==> config.mk <==
export PLATFORM = sky130hd
export DESIGN_NAME = reset_request_generator
export DESIGN_NICKNAME = d
export VERILOG_FILES = /design/src/rtl/ResetPkg.sv /design/src/rtl/reset_request_generator_sync_chain.sv /design/src/rtl/reset_request_generator.sv
export SDC_FILE = /design/constraint.sdc
export NUM_CORES = 1
export LEC_CHECK = 0
export CORE_MARGIN = 2
export CORE_UTILIZATION = 45
export CTS_BUF_LIST = sky130_fd_sc_hd__clkbuf_2
export DETAILED_ROUTE_END_ITERATION = 10
export PLACE_DENSITY = 0.73
export SLEW_MARGIN = 20
export SYNTH_ARGS = -nofsm -noshare
export SYNTH_HDL_FRONTEND = slang
export SYNTH_SLANG_ARGS = --single-unit
==> constraint.sdc <==
create_clock -name clk -period 0.95 [get_ports clk]
set_input_delay 0.1425 -clock clk [delete_from_list [all_inputs] [get_ports clk]]
set_output_delay 0.1425 -clock clk [all_outputs]
set_load 0.03 [all_outputs]
==> src/rtl/ResetPkg.sv <==
// Shared types and constants for the reset request generator.
package ResetPkg;

    typedef enum logic [1:0] {
        POR    = 2'd0,
        ASSERT = 2'd1,
        HOLD   = 2'd2,
        RUN    = 2'd3
    } state_t;

    localparam int unsigned CAUSE_W   = 4;
    localparam int unsigned CAUSE_POR = 0;
    localparam int unsigned CAUSE_EXT = 1;
    localparam int unsigned CAUSE_SW  = 2;
    localparam int unsigned CAUSE_WDT = 3;

    localparam logic [CAUSE_W-1:0] CAUSE_RESET = 4'b0001;

endpackage

==> src/rtl/reset_request_generator_sync_chain.sv <==
// Multi-flop synchronizer with selectable reset value and reset polarity.
module sync_chain #(
    parameter int unsigned STAGES         = 2,
    parameter logic        RST_VAL        = 1'b0,
    parameter bit          RST_ACTIVE_LOW = 1'b1
) (
    input  logic clk,
    input  logic rst,
    input  logic d,
    output logic q
);

    logic [STAGES-1:0] chain;

    generate
        if (RST_ACTIVE_LOW) begin : g_rst_low
            always_ff @(posedge clk or negedge rst) begin
                if (!rst) chain <= {STAGES{RST_VAL}};
                else      chain <= {chain[STAGES-2:0], d};
            end
        end else begin : g_rst_high
            always_ff @(posedge clk or posedge rst) begin
                if (rst) chain <= {STAGES{RST_VAL}};
                else     chain <= {chain[STAGES-2:0], d};
            end
        end
    endgenerate

    assign q = chain[STAGES-1];

endmodule

==> src/rtl/reset_request_generator.sv <==
// Merges POR, debounced button, software and watchdog resets into one
// minimum-width reset request, and records a sticky reset cause.
module reset_request_generator
    import ResetPkg::*;
#(
    parameter int unsigned SYNC_STAGES     = 2,
    parameter int unsigned DEBOUNCE_CYCLES = 8,
    parameter int unsigned REQ_CYCLES      = 4,
    parameter int unsigned WDT_CYCLES      = 1000
) (
    input  logic               clk,
    input  logic               rstN,
    input  logic               extResetN,
    input  logic               swResetReq,
    input  logic               wdtEnable,
    input  logic               wdtKick,
    input  logic               causeClear,
    output logic               rstReq,
    output logic [CAUSE_W-1:0] resetCause
);

    localparam int unsigned DB_W    = $clog2(DEBOUNCE_CYCLES + 1);
    localparam int unsigned PULSE_W = $clog2(REQ_CYCLES + 1);
    localparam int unsigned WDT_W   = $clog2(WDT_CYCLES);

    localparam logic [PULSE_W-1:0] PULSE_RELOAD = PULSE_W'(REQ_CYCLES - 1);
    localparam logic [WDT_W-1:0]   WDT_RELOAD   = WDT_W'(WDT_CYCLES - 1);
    localparam logic [DB_W-1:0]    DB_TARGET    = DB_W'(DEBOUNCE_CYCLES);

    logic               rst_int_n;
    logic               ext_sync;
    logic               deb_level;
    logic               deb_level_d;
    logic [DB_W-1:0]    db_cnt;
    logic [DB_W-1:0]    db_inc;
    logic               db_flip;
    logic [WDT_W-1:0]   wdt_cnt;
    logic               wdt_fire;
    logic               ext_press;
    logic [CAUSE_W-1:0] evt;
    state_t             state, state_next;
    logic [PULSE_W-1:0] pulse_cnt, pulse_next;
    logic [CAUSE_W-1:0] cause_next;
    logic               req_next;

    // Internal reset: asserts with rstN, releases synchronously.
    sync_chain #(.STAGES(SYNC_STAGES), .RST_VAL(1'b0), .RST_ACTIVE_LOW(1'b1)) u_rst_sync (
        .clk (clk),
        .rst (rstN),
        .d   (1'b1),
        .q   (rst_int_n)
    );

    sync_chain #(.STAGES(SYNC_STAGES), .RST_VAL(1'b1), .RST_ACTIVE_LOW(1'b1)) u_ext_sync (
        .clk (clk),
        .rst (rstN),
        .d   (extResetN),
        .q   (ext_sync)
    );

    // Debounce: level flips on the DEBOUNCE_CYCLES-th consecutive mismatch.
    always_comb begin
        db_inc  = (db_cnt == DB_TARGET) ? db_cnt : db_cnt + DB_W'(1);
        db_flip = (ext_sync != deb_level) && (db_inc == DB_TARGET);
    end

    always_ff @(posedge clk or negedge rst_int_n) begin
        if (!rst_int_n) begin
            deb_level   <= 1'b1;
            deb_level_d <= 1'b1;
            db_cnt      <= '0;
        end else begin
            deb_level_d <= deb_level;
            if (ext_sync == deb_level) begin
                db_cnt <= '0;
            end else if (db_flip) begin
                deb_level <= ext_sync;
                db_cnt    <= '0;
            end else begin
                db_cnt <= db_inc;
            end
        end
    end

    // Watchdog only runs in RUN; a kick always beats expiry.
    always_ff @(posedge clk or negedge rst_int_n) begin
        if (!rst_int_n) begin
            wdt_cnt <= WDT_RELOAD;
        end else if (state != RUN || !wdtEnable || wdtKick) begin
            wdt_cnt <= WDT_RELOAD;
        end else if (wdt_cnt != '0) begin
            wdt_cnt <= wdt_cnt - WDT_W'(1);
        end
    end

    always_comb begin
        wdt_fire  = (state == RUN) && wdtEnable && !wdtKick && (wdt_cnt == '0);
        ext_press = (state == RUN) && deb_level_d && !deb_level;
        evt            = '0;
        evt[CAUSE_EXT] = ext_press;
        evt[CAUSE_SW]  = (state == RUN) && swResetReq;
        evt[CAUSE_WDT] = wdt_fire;
    end

    always_ff @(posedge clk or negedge rst_int_n) begin
        if (!rst_int_n) begin
            state      <= POR;
            pulse_cnt  <= PULSE_RELOAD;
            rstReq     <= 1'b1;
            resetCause <= CAUSE_RESET;
        end else begin
            state      <= state_next;
            pulse_cnt  <= pulse_next;
            rstReq     <= req_next;
            resetCause <= cause_next;
        end
    end

    always_comb begin
        state_next = state;
        pulse_next = pulse_cnt;
        cause_next = resetCause;
        case (state)
            POR: state_next = ASSERT;
            ASSERT: begin
                if (pulse_cnt == '0) state_next = deb_level ? RUN : HOLD;
                else                 pulse_next = pulse_cnt - PULSE_W'(1);
            end
            HOLD: if (deb_level) state_next = RUN;
            RUN: begin
                if (evt != '0) begin
                    state_next = ASSERT;
                    pulse_next = PULSE_RELOAD;
                end
            end
            default: state_next = POR;
        endcase
        // New event bits survive a simultaneous clear.
        if (evt != '0)
            cause_next = (causeClear ? '0 : resetCause) | evt;
        else if (causeClear && state != POR)
            cause_next = '0;
        req_next = (state_next != RUN);
    end

endmodule

Yosys cells after proc, flatten, opt, wreduce, memory -nomap -nowiden --
Index checks and enable logic that the tools add are counted.
Storage, ports and cells: output and inout bits 5, bits in registers 30
Operators by class: add/sub/neg operators 3, eq/ne operators 11, reductions and logical operators 24, bitwise gates (word level) 2, muxes and demuxes 16
Operator list (number):
- $mux 4 | 6
- $mux 10 | 2
- $logic_not 10->1 | 1
- $reduce_bool 10->1 | 1
- $sub 10x1->10 const B | 1
- $eq 4x4->1 const B | 2
- $logic_and 1x1->1 | 8
- $pmux 2 s4 | 1
- $reduce_bool 2->1 | 4
- $mux 2 | 3
- $mux 3 | 2
- $ne 2x2->1 const B | 3
- $pmux 3 s2 | 1
- $add 4x1->4 const B | 1
- $eq 2x2->1 const B | 2
- $or 4x4->4 | 1
- $reduce_bool 4->1 | 1
- $logic_not 1->1 | 3
- $logic_not 3->1 | 1
- $reduce_and 3->1 | 1
- $sub 3x1->3 const B | 1
- $eq 2x1->1 const B | 1
- $logic_not 2->1 | 1
- $logic_or 1x1->1 | 2
- other kinds (6) | 6

Depth between registers and ports, before layout --
Gate-level depths: netlist (run 1).
word-level depth 8, mapped depth 6, mapped depth without buffers 6

Cells and area by module --
Synthesis (run 1) repeated with hierarchy kept, for this count alone.
Unflattened totals: cell total of the unflattened synthesis 137, area total of the unflattened synthesis 1534.0 um^2
By module, submodules not included:
- reset_request_generator | seq. area each 668.1 um^2, area an instance 1431.4 um^2, times used 1, cells an instance 133
- sync_chain at u_ext_sync | seq. area each 52.6 um^2, area an instance 52.6 um^2, times used 1, cells an instance 2
- sync_chain at u_rst_sync | seq. area each 50.0 um^2, area an instance 50.0 um^2, times used 1, cells an instance 2

Worst setup path after synthesis (run 1) --
Ideal clock, no wire load.
kind reg2reg, from register db_cnt[0], to register deb_level, period minus slack after synthesis 1.586 ns, data required time 0.865 ns, data arrival time 1.502 ns, path slack -0.636 ns, path buffers 0, cell stages (with the launch flop) 7, cell sequence dfrtp_1 -> inv_1 -> ha_1 -> a211oi_1 -> o22ai_1 -> nor3_1 -> mux2_1
On the way: longest elaborated chain between the ends 5
RTL lines:
- from (decl) | RTL line reset_request_generator.sv:34 | logic [DB_W-1:0] db_cnt;
- from (signal assigned) | RTL line reset_request_generator.sv:80 | db_cnt <= db_inc;
- $add 4x1->4 / $eq 4x4->1 (equally long branches) | RTL line reset_request_generator.sv:63 | db_inc = (db_cnt == DB_TARGET) ? db_cnt : db_cnt + DB_W'(1);
- $mux 4 * | RTL line reset_request_generator.sv:63
- $eq 4x4->1 * | RTL line reset_request_generator.sv:64 | db_flip = (ext_sync != deb_level) && (db_inc == DB_TARGET);
- $logic_and 1x1->1 * | RTL line reset_request_generator.sv:64
- $reduce_and 2->1 (no source line) *
- to (signal assigned) | RTL line reset_request_generator.sv:77 | deb_level <= ext_sync;
- to (decl) | RTL line reset_request_generator.sv:32 | logic deb_level;
Mark *: on every way between the ends. The rest lies on a longest branch, timed or not. A chain may end at the register's enable or synchronous reset.

Final worst setup path (run 1) --
from register db_cnt[1], to register deb_level
Same word-level chain as after synthesis.

==> results.md, run 1 <==
Worst setup path:
- The worst setup path is captured at a register.
- The top fanout value on the critical path is 3.
- The timing endpoint of the critical path is deb_level$_DFFE_PN1P_.
- The number of cells on the worst reg-to-reg path is 6.
- The startpoint identified for the worst register-to-register timing path is db_cnt[1]$_DFF_PN0_.
- The arrival time at the worst endpoint is 1.91 ns.
- The end of the worst register-to-register path is deb_level$_DFFE_PN1P_.
- The internal reg-to-reg setup slack is -0.64 ns.
- The critical path in this run is classified as register to register.
- The category of the worst setup path launch point is a register.
- The startpoint of the worst setup timing path is db_cnt[1]$_DFF_PN0_.
- Walking the worst path, the cells encountered are inv_2 -> ha_4 -> a211oi_2 -> o22ai_2 -> nor3_2 -> mux2_4.
- The largest incremental delay on the critical path is 0.44 ns.
- The critical path data required time is 1.27 ns.
- The slowest cell on the critical path is dfrtp_1.

Synthesis:
- The sequential cell area fraction in the yosys report is 49.9%.
- The count of yosys warnings during synthesis is 0.
- The cell area after technology mapping is 1550 um2.
- Synthesis produced 135 cells.
- The synthesized netlist net count is 148.
- The number of different library cells used by synthesis comes to 53.
- The mean cell area of the mapped netlist is 11.4 um2.
- The number of enable flip-flop cells after synthesis is 0.
- In the synthesized netlist the async set-or-reset flop fraction comes to 100%.
- The number of storage elements in the synthesis netlist is 30.
- For this run, the leading register cell type out of synthesis is dfstp_2.

GRT:
- The first global-routing pass estimated 5.99 mm of wire.
- The overall global routing resource usage is 19.2%.
- The via count of the first global-routing pass was 1400.
- The maximum number of pins on one net before global-route repair is 22.
- The total overflow left after global routing is 0.
- The initial antenna violation count is 0.

Timing:
- Clock skew on the completed layout was measured at 0.0102 ns.
- The final period demand of the worst path is 1.59 ns.
- The number of max-slew violations in the final report is 0.
- The final hold violation count is 0.
- Setup repair after global routing could not meet its margin everywhere.
- The portion of the clock cycle consumed by the worst path in the final layout is 167%.
- Static timing analysis puts the maximum clock frequency at 629 MHz.
- Setup violations remaining at the end of the flow were counted as 30.
- The smallest setup slack after layout is -0.640 ns.
- Across all hold checks on the routed design, the worst slack comes to 0.166 ns.

Floorplan:
- The x dimension of the die is 62.6 um.
- The floorplan has 21 rows.
- The core region is 3310 um2.
- The initial standard-cell utilization of the core is 46.7%.
- The die height is 62.6 um.
- The die area is 3920 um2.
- The total I/O pin count is 12.

Route:
- The vias per cell is 5.26.
- The pre-antenna-repair detailed-routing pass consisted of 4 iterations.
- The via total after detailed routing is 1268.
- In this run, the number of DRC markers left after iteration 0 of detailed routing was 36.
- The total wire length is 3.53 mm.
- After detailed routing, the number of remaining DRC violations is 0.
- Dividing the detail-routed wire length by the instance count gives 14.7 um.
- Once detail routing completed, the nets flagged for antenna violations numbered 0.

Cells and area:
- The number of nets in the layout is 207.
- The number of diodes added for antenna fixing is 0.
- The final cell count without fillers is 241.
- The post-route netlist has 63.1% of its cells at a drive strength greater than 1.
- The area growth from synthesis to layout is 50.7%.
- The commonest non-fill, non-tap cell in the layout is buf_4.
- The top cell types in the final layout, fill and taps aside, are buf_4 (35), dfstp_2 (16), buf_6 (12).

Placed design:
- The post-placement setup slack is -0.630 ns.
- Input and output buffers added on the ports amount to 11.
- The number of instances in the placed design is 226.
- The estimated wirelength of the detail-placed design is 2.48 mm.
- The congestion estimate from routability-driven global placement came to 0.841.

Clock network:
- The H-tree was split into 2 levels.
- The cell sitting at the root of the clock tree is a clkbuf_2.
- Clock tree synthesis found a total of 30 sinks.
- After clock tree synthesis, the clock-pin slew on the worst setup and hold paths is 0.17 ns.
- The latest clock arrival within the worst-skew pair is 0.37 ns.
- Counting along the longest clock path gives a buffer depth of 2.
- The CTS tree is yes.
- Counting the buffers created by CTS gives 5.

Worst hold path:
- The class of the most critical hold timing path is input pin to register.
- The instance count along the most critical hold path is 1.

Power:
- Dividing total power by cell area gives a power density of 1930 nW/um2.
- The worst-case IR drop observed on VDD is 1.40 mV.
- The leakage power summed over all cells is 0.958 nW.

Outcome:
- The final reports fail on negative setup slack.
- The run finished, with violations left.

Run:
- The tool flagged a number of max-cap violations equal to 0.
-- worst min-delay path by stage --
stage | from | slack [ns] | to
global placement | u_rst_sync.chain[1]$_DFF_PN0_ | 0.15 | state[1]$_DFF_PN0_
finish | extResetN | 0.17 | u_ext_sync.chain[0]$_DFF_PN1_
global route | extResetN | 0.13 | u_ext_sync.chain[0]$_DFF_PN1_
detailed placement | u_rst_sync.chain[1]$_DFF_PN0_ | 0.17 | state[1]$_DFF_PN0_
floorplan | rstN | -0.15 | u_rst_sync.chain[0]$_DFF_PN0_
CTS | extResetN | 0.14 | u_ext_sync.chain[0]$_DFF_PN1_
-- area by class of cell --
cell class                 count  area [um2]
inverter                      12        45.0
multi-input combinational     91         913
fill                         238         982
clock inverter                 3        45.0
timing repair buffer          54         468
sequential                    30         774
clock buffer                   5        25.0
tap                           46        57.6
-- routing by layer --
layer | up-vias | GRT usage (%) | share of wire, %
met5 | - | 0 | 0
met1 | 629 | 21.0 | 39
met2 | 26 | 35.6 | 56
li1 | 605 | - | -
met4 | 0 | 7.50 | 1.9
met3 | 8 | 4.50 | 3.4
-- stage by stage --
stage               power [W]  TNS, ns  area, um2  util (%)
floorplan             0.00274    -8.26       1600         -
global placement      0.00323    -9.40       2010      60.7
detailed placement    0.00333   -10.63       2010      60.7
CTS                   0.00440   -11.89       2220      66.9
global route          0.00480   -13.32       2330      70.3
finish                0.00449   -11.46       2330      70.3
-- registers in the layout, summed over array words and instances (netlist names) --
register	cells
wdt_cnt	10
db_cnt	4
resetCause	4
pulse_cnt	3
state	2
u_ext_sync.chain	2
u_rst_sync.chain	2
deb_level	1
deb_level_d	1
rstReq	1
-- synth_stat cells, drive strengths merged, types with 2 or more instances --
cell | number | area share [%]
a211o | 2 | 1.1
a211oi | 5 | 2.4
a21o | 2 | 0.97
a21oi | 6 | 1.9
a31oi | 2 | 0.81
a32o | 2 | 1.3
and2 | 2 | 0.81
buf | 2 | 1.2
dfrtp | 14 | 23
dfstp | 16 | 27
ha | 6 | 4.9
inv | 12 | 2.9
nand2 | 5 | 1.2
nand3 | 4 | 2.1
nand4b | 2 | 2.1
nor2 | 8 | 2.1
nor3 | 5 | 1.9
o211ai | 2 | 1.3
o21a | 2 | 1.5
o21ai | 7 | 2.3
o22ai | 2 | 0.81
xnor2 | 4 | 2.3
xor2 | 3 | 1.7
-- worst max-delay path, delay by kind of cell, from the launching register on --
kind / cells / cell delay (ns)
flip-flops: 1 / 0.44
AO/OA/AOI/OAI: 2 / 0.34
multiplexers: 1 / 0.31
adder cells (fa/ha/maj): 1 / 0.16
AND/OR/NAND/NOR: 1 / 0.22
buffers and inverters: 1 / 0.06
-- power by group --
group          switching (W)  internal, W  leakage, nW  total [W]
Sequential          0.000197      0.00153        0.345    0.00172
Combinational       0.000856     0.000987        0.577    0.00184
Clock               0.000481     0.000443       0.0352   0.000923
Total                0.00153      0.00296        0.958    0.00449
-- logic make-up after synthesis --
group	after synthesis	share of synthesized area (%)
compound gates	37	17.7
xor+xnor	7	3.97
fa+ha+maj	6	4.86
buf+inv	14	4.13
flops	30	49.9
mux	1	0.729
other cells	1	0.243
simple gates	39	18.5
-- repair_timing --
action                                  4_1_cts  5_1_grt
endpoints found under the setup margin       30       30
hold endpoints to repair                      2        0
resized for setup                            23       20
hold buffers                                  1        0
cloned                                        0        0
setup buffers                                 3        6
pin swaps                                    17       10
(Power assumes the default switching activity.)
==> run 2: changes to the inputs <==
- GPL_TIMING_DRIVEN: default -> 0
==> results.md, run 2 (synthesis results as in run 1) <==
Clock network:
- The buffer depth of the longest clock path was 2 (unchanged).
- The CTS tree was yes (unchanged).
- The latest clock arrival within the worst-skew pair is 0.37 ns (about the same).
- The maximum level of the CTS H-tree is 2 (unchanged).
- The total CTS buffers is 5 (unchanged).
- The clock slew at the register clock pins of the worst setup and hold paths is 0.16 ns (was 0.17 ns).
- The number of clock sinks is 30 (unchanged).
- The clock root buffer master was clkbuf_2 (unchanged).

Timing:
- The final hold violation count is 0 (unchanged).
- The post-route clock skew is 0.0162 ns (was 0.0102 ns).
- The final period demand of the worst path is 1.63 ns (was 1.59 ns).
- The count of final setup violators is 30 (unchanged).
- Measured against its own limit, the worst slew margin works out to 62.8%.
- The highest clock frequency the design can meet came to 613 MHz (was 629 MHz).
- Setup repair after global routing missed its margin: true (unchanged).
- The number of max-slew violations in the final report was 0 (unchanged).
- The smallest setup slack after layout is -0.682 ns (was -0.640 ns).
- The worst hold slack across all endpoints came to 0.180 ns (was 0.166 ns).
- For the pin with the worst max-slew slack, the measured transition is 0.558 ns.
- The portion of the clock cycle consumed by the worst path in the final layout is 172% (was 167%).

Worst setup path:
- The top fanout value on the critical path is 6 (was 3).
- The arrival time at the worst endpoint came to 1.95 ns (was 1.91 ns).
- The nature of the critical path endpoint is a register (unchanged).
- The slowest cell on the critical path was or4b_4 (was dfrtp_1).
- The critical path data required time came to 1.27 ns (about the same).
- The category of the worst setup path launch point is a register (unchanged).
- The largest incremental delay on the critical path is 0.60 ns (was 0.44 ns).
- The critical setup path kind is register to register (unchanged).
- The buffers plus inverters on the worst setup path is 0 (was 1).
- List of cells traversed by the critical path: or4b_4 -> o211ai_1 -> xor2_1 -> nand2_1 (was inv_2 -> ha_4 -> a211oi_2 -> o22ai_2 -> nor3_2 -> mux2_4).
- The kind of cell adding the most delay to the critical path is simple AND/OR/NAND/NOR gates (was flip-flops).

Placed design:
- The number of instances in the placed design came to 192 (was 226).
- The estimated wirelength of the detail-placed design was 2.05 mm (was 2.48 mm).
- The placer's final routability congestion estimate was 0.821 (was 0.841).
- The total of buffers placed on input and output ports is 11 (unchanged).

Cells and area:
- The final cell utilization of the core was 64.7% (was 70.3%).
- The final cell count without fillers is 222 (was 241).
- The fraction of final layout cells with drive strength greater than 1 came to 56.3% (was 63.1%).
- The number of diodes added for antenna fixing is 0 (unchanged).
- Highest-count cells in the layout ignoring fill and taps: buf_4 (18), dfstp_2 (16), dfrtp_1 (12) (was buf_4 (35), dfstp_2 (16), buf_6 (12)).
- The number of flip-flops under the largest register name was 10 (unchanged).
- Largest registers: wdt_cnt: 10 flops, db_cnt: 4 flops, resetCause: 4 flops (unchanged).
- The commonest non-fill, non-tap cell in the layout is buf_4 (unchanged).
- The number of nets in the layout is 188 (was 207).
- The area added between synthesis and finish came to 38.7% (was 50.7%).
- The most flop-heavy register is wdt_cnt (unchanged).

GRT:
- The overall global routing resource usage was 19.0% (was 19.2%).
- The global routing met3 resource utilization is 5.59% (was 4.50%).
- The initial antenna violation count was 0 (unchanged).
- The global-route wire length before repair is 5.81 mm (was 5.99 mm).
- The aggregate global routing overflow is 0 (unchanged).
- The met1 layer usage reported by global route was 22.8% (was 21.0%).
- The met2 layer usage reported by global route came to 31.7% (was 35.6%).
- The maximum number of pins on one net before global-route repair is 27 (was 22).
- The busiest layer in global routing is met2 (unchanged).
- The via count of the first global-routing pass was 1290 (was 1400).

Floorplan:
- The total I/O pin count is 12 (unchanged).
- The initial standard-cell utilization of the core is 46.7% (unchanged).
- The die height is 62.6 um (unchanged).
- The row count is 21 (unchanged).
- The die area is 3920 um2 (unchanged).
- The area of the placeable core was 3310 um2 (unchanged).
- The x dimension of the die is 62.6 um (unchanged).

Route:
- The post-route antenna net violation count is 0 (unchanged).
- The post-detailed-route DRC marker count is 0 (unchanged).
- The number of DRC markers after the initial detailed-route iteration is 49 (was 36).
- The post-detailed-route wirelength per cell was 14.9 um (was 14.7 um).
- The number of detailed-routing iterations run before antenna repair is 4 (unchanged).
- The total wire length was 3.30 mm (was 3.53 mm).
- The via total after detailed routing is 1193 (was 1268).
- The vias per cell came to 5.37 (was 5.26).

Power:
- The power per standard cell area is 1970 nW/um2 (was 1930 nW/um2).
- The leakage power summed over all cells was 0.861 nW (was 0.958 nW).
- The post-layout total power is 0.00422 W (was 0.00449 W).
- The worst voltage drop across the vdd grid is 1.45 mV (was 1.40 mV).

Worst hold path:
- The class of the most critical hold timing path is input pin to register (unchanged).

Outcome:
- Violated checks: negative setup slack (unchanged).
- Status: finished with violations (unchanged).

Run:
- The count of max-cap constraint violations was 0 (unchanged).
## run 2: cell types whose count changed in the layout (fill, tap and decap cells not counted), sizes merged
cell and delta:
buf -19, bufinv -1, clkbuf +1, clkinv +2, clkinvlp -2
## run 2: layout make-up
type | count | area (um2)
repair buffers | 33 | 299
multi-input cells | 91 | 903
clock inverters | 2 | 8.76
plain buffers | 2 | 18.8
inverters | 12 | 52.6
clock buffers | 6 | 30.0
well taps | 46 | 57.6
fillers | 269 | 1170
flip-flops and latches | 30 | 773
## run 2: path summary, 6_finish.rpt
kind	cells after the start	end	start	slack (ns)
max reg2reg	4	wdt_cnt[7]$_DFFE_PN1N_	wdt_cnt[4]$_DFFE_PN0N_	-0.68
max	4	wdt_cnt[7]$_DFFE_PN1N_	wdt_cnt[4]$_DFFE_PN0N_	-0.68
min	1	u_ext_sync.chain[0]$_DFF_PN1_	extResetN	0.18
min in group asynchronous	0	wdt_cnt[3]$_DFFE_PN0N_	u_rst_sync.chain[1]$_DFF_PN0_	0.25
min reg2reg	0	wdt_cnt[3]$_DFFE_PN0N_	u_rst_sync.chain[1]$_DFF_PN0_	0.25
max in group asynchronous	2	u_ext_sync.chain[1]$_DFF_PN1_	rstN	0.20
## run 2: timing repair
action                     4_1_cts  5_1_grt
hold buffers                     1        0
buffers inserted                15        8
setup endpoints to repair       56       30
gates resized for setup         58        9
cloned                           0        0
hold endpoints to repair         2        0
pin swaps                       15       12
## run 2: power breakdown
group,internal (W),switching [W]
registers,0.00152,0.000203
clock network,0.000181,0.000448
logic,0.000982,0.000884
## run 2: metrics by stage
step	setup TNS, ns	setup WS, ns	instance area, um2
after floorplan	-8.26	-0.574	1600
after global placement	-13.90	-0.687	1770
after detailed placement	-15.57	-0.733	1770
after CTS	-11.16	-0.677	2060
after global routing	-13.29	-0.762	2140
final	-11.48	-0.682	2140
## run 2: layer usage
metal	up-vias	share of wire (%)
met5	-	0
met4	0	1.6
met3	9	3.5
met2	22	52
met1	592	42
li1	570	-
==> run 3: changes to the inputs <==
- CORE_MARGIN: 2 -> default
==> results.md, run 3 (synthesis results as in run 1) <==
Outcome:
- Status: finished with violations (unchanged).
- Violated checks: negative setup slack (unchanged).

Route:
- The number of detailed-routing iterations run before antenna repair was 3 (was 4).
- The via total after detailed routing is 1187 (was 1193).
- The post-detailed-route DRC marker count came to 0 (unchanged).
- The post-detailed-route wirelength per cell was 14.7 um (was 14.9 um).
- The vias per cell is 5.42 (was 5.37).
- The post-route antenna net violation count is 0 (unchanged).
- The number of DRC markers after the initial detailed-route iteration is 53 (was 49).
- The total wire length is 3.22 mm (was 3.30 mm).

Worst setup path:
- The top fanout value on the critical path came to 4 (was 6).
- The nature of the critical path endpoint is a register (unchanged).
- The worst flop-to-flop path startpoint is wdt_cnt[1]$_DFFE_PN1N_ (was wdt_cnt[4]$_DFFE_PN0N_).
- The startpoint of the worst setup timing path was wdt_cnt[1]$_DFFE_PN1N_ (was wdt_cnt[4]$_DFFE_PN0N_).
- The worst reg-to-reg path cell count is 6 (was 4).
- The critical setup path kind is register to register (unchanged).
- The end of the worst register-to-register path is wdt_cnt[7]$_DFFE_PN1N_ (unchanged).
- The category of the worst setup path launch point is a register (unchanged).
- The critical path data required time is 1.26 ns (was 1.27 ns).
- The internal reg-to-reg setup slack is -0.67 ns (was -0.68 ns).
- The arrival time at the worst endpoint came to 1.93 ns (was 1.95 ns).
- The timing endpoint of the critical path is wdt_cnt[7]$_DFFE_PN1N_ (unchanged).

Timing:
- Setup repair after global routing missed its margin: true (unchanged).
- The remaining max-slew budget at the tightest pin was 63.5% (was 62.8%).
- The pin slew with the least headroom to its limit was 0.547 ns (was 0.558 ns).
- The portion of the clock cycle consumed by the worst path in the final layout is 171% (was 172%).
- The smallest setup slack after layout is -0.674 ns (was -0.682 ns).
- The final hold violation count is 0 (unchanged).
- The highest clock frequency the design can meet is 616 MHz (was 613 MHz).
- The count of final setup violators is 30 (unchanged).
- The post-route clock skew is 0.00531 ns (was 0.0162 ns).
- The final period demand of the worst path is 1.62 ns (was 1.63 ns).
- The number of max-slew violations in the final report was 0 (unchanged).

Clock network:
- The buffer depth of the longest clock path is 2 (unchanged).
- The maximum level of the CTS H-tree is 2 (unchanged).
- The total CTS buffers came to 5 (unchanged).
- The clock slew at the register clock pins of the worst setup and hold paths was 0.16 ns (about the same).
- The number of clock sinks was 30 (unchanged).
- The latest clock arrival within the worst-skew pair is 0.36 ns (was 0.37 ns).
- The clock root buffer master was clkbuf_2 (unchanged).
- The CTS tree is yes (unchanged).

GRT:
- The global-route wire length before repair is 5.33 mm (was 5.81 mm).
- The via count of the first global-routing pass is 1210 (was 1290).
- The overall global routing resource usage was 20.5% (was 19.0%).
- The maximum number of pins on one net before global-route repair is 27 (unchanged).
- The initial antenna violation count is 0 (unchanged).
- The aggregate global routing overflow is 0 (unchanged).

Cells and area:
- Largest registers: wdt_cnt: 10 flops, db_cnt: 4 flops, resetCause: 4 flops (unchanged).
- The number of flip-flops under the largest register name came to 10 (unchanged).
- The number of inserted filler cells in the final layout was 243 (was 269).
- The number of diodes added for antenna fixing is 0 (unchanged).
- The final cell count without fillers is 219 (was 222).
- The fraction of final layout cells with drive strength greater than 1 is 61.7% (was 56.3%).
- The most flop-heavy register is wdt_cnt (unchanged).
- The cell area after layout is 2200 um2 (was 2140 um2).
- The number of nets in the layout is 187 (was 188).
- Highest-count cells in the layout ignoring fill and taps: dfstp_2 (16), buf_4 (14), buf_6 (13) (was buf_4 (18), dfstp_2 (16), dfrtp_1 (12)).
- The commonest non-fill, non-tap cell in the layout is dfstp_2 (was buf_4).
- The area added between synthesis and finish came to 42.4% (was 38.7%).

Floorplan:
- The area of the placeable core is 3150 um2 (was 3310 um2).
- The row count came to 20 (was 21).
- The die area came to 3670 um2 (was 3920 um2).
- The total I/O pin count is 12 (unchanged).
- The initial standard-cell utilization of the core is 49.0% (was 46.7%).
- The die height is 60.6 um (was 62.6 um).
- The x dimension of the die was 60.6 um (was 62.6 um).

Run:
- The count of max-cap constraint violations is 0 (unchanged).

Placed design:
- The total of buffers placed on input and output ports was 11 (unchanged).
- The number of instances in the placed design is 190 (was 192).
- The post-placement setup slack was -0.729 ns (was -0.733 ns).
- The cell area after placement is 1770 um2 (about the same).
- The estimated wirelength of the detail-placed design is 2.08 mm (was 2.05 mm).
- The placer's final routability congestion estimate came to 0.827 (was 0.821).

Power:
- The worst voltage drop across the vdd grid is 1.58 mV (was 1.45 mV).
- The leakage power summed over all cells is 0.871 nW (was 0.861 nW).
- The power per standard cell area was 2030 nW/um2 (was 1970 nW/um2).

Worst hold path:
- The class of the most critical hold timing path is input pin to register (unchanged).
- The instance count along the most critical hold path is 1 (unchanged).
run 3: cell type report:
cell class | instances | area [um2] | share of cell area (%)
multi-input cells | 91 | 930 | 42.2
repair buffers | 32 | 303 | 13.8
inverters | 12 | 52.6 | 2.39
clock buffers | 5 | 25.0 | 1.14
clock inverters | 3 | 40.0 | 1.82
flip-flops and latches | 30 | 777 | 35.3
well taps | 44 | 55.1 | 2.50
plain buffers | 2 | 18.8 | 0.853
run 3: timing repair:
| action | 4_1_cts | 5_1_grt |
|---|---|---|
| gates resized for setup | 64 | 15 |
| setup endpoints to repair | 56 | 30 |
| hold endpoints to repair | 2 | 0 |
| pin swaps | 18 | 13 |
| setup buffers | 14 | 8 |
| gates cloned | 0 | 0 |
| hold buffers | 1 | 0 |
run 3: critical path: stages (launching register included):
cell and delay, ns:
dfstp_2 0.41, inv_2 0.07, ha_4 0.13, or4b_4 0.49, o211ai_1 0.23, xor2_1 0.16, nand2_1 0.07
run 3: worst min-delay path by stage:
stage                                               end       from  slack (ns)
final                     u_ext_sync.chain[0]$_DFF_PN1_  extResetN        0.17
after global routing      u_ext_sync.chain[0]$_DFF_PN1_  extResetN        0.10
after CTS                 u_ext_sync.chain[0]$_DFF_PN1_  extResetN        0.15
after detailed placement  u_rst_sync.chain[1]$_DFF_PN0_       rstN        0.35
after global placement    u_rst_sync.chain[0]$_DFF_PN0_       rstN        0.34
after floorplan           u_rst_sync.chain[0]$_DFF_PN0_       rstN       -0.15
run 3: through the flow:
step           utilization, %  setup TNS, ns  power (W)  hold WS [ns]
2_1_floorplan               -          -8.26    0.00274        -0.153
3_3_place_gp             56.1         -13.92    0.00298         0.337
3_5_place_dp             56.1         -14.89    0.00307         0.352
4_1_cts                  66.4         -11.09    0.00431         0.155
5_1_grt                  69.8         -13.61    0.00476         0.102
6_report                 69.8         -11.86    0.00447         0.168
run 3: routing by layer:
metal | global-route usage [%] | vias up | routed length [um]
li1 | - | 562 | -
met1 | 23.4 | 609 | 1360
met2 | 36.1 | 9 | 1740
met3 | 7.04 | 7 | 78
met4 | 6.82 | 0 | 48
met5 | 0 | - | 0
run 3: where the power goes:
| part | switching, W | internal [W] | total [W] |
|---|---|---|---|
| Sequential | 0.000231 | 0.00153 | 0.00176 |
| Combinational | 0.000886 | 0.000937 | 0.00182 |
| Clock | 0.000449 | 0.000437 | 0.000886 |
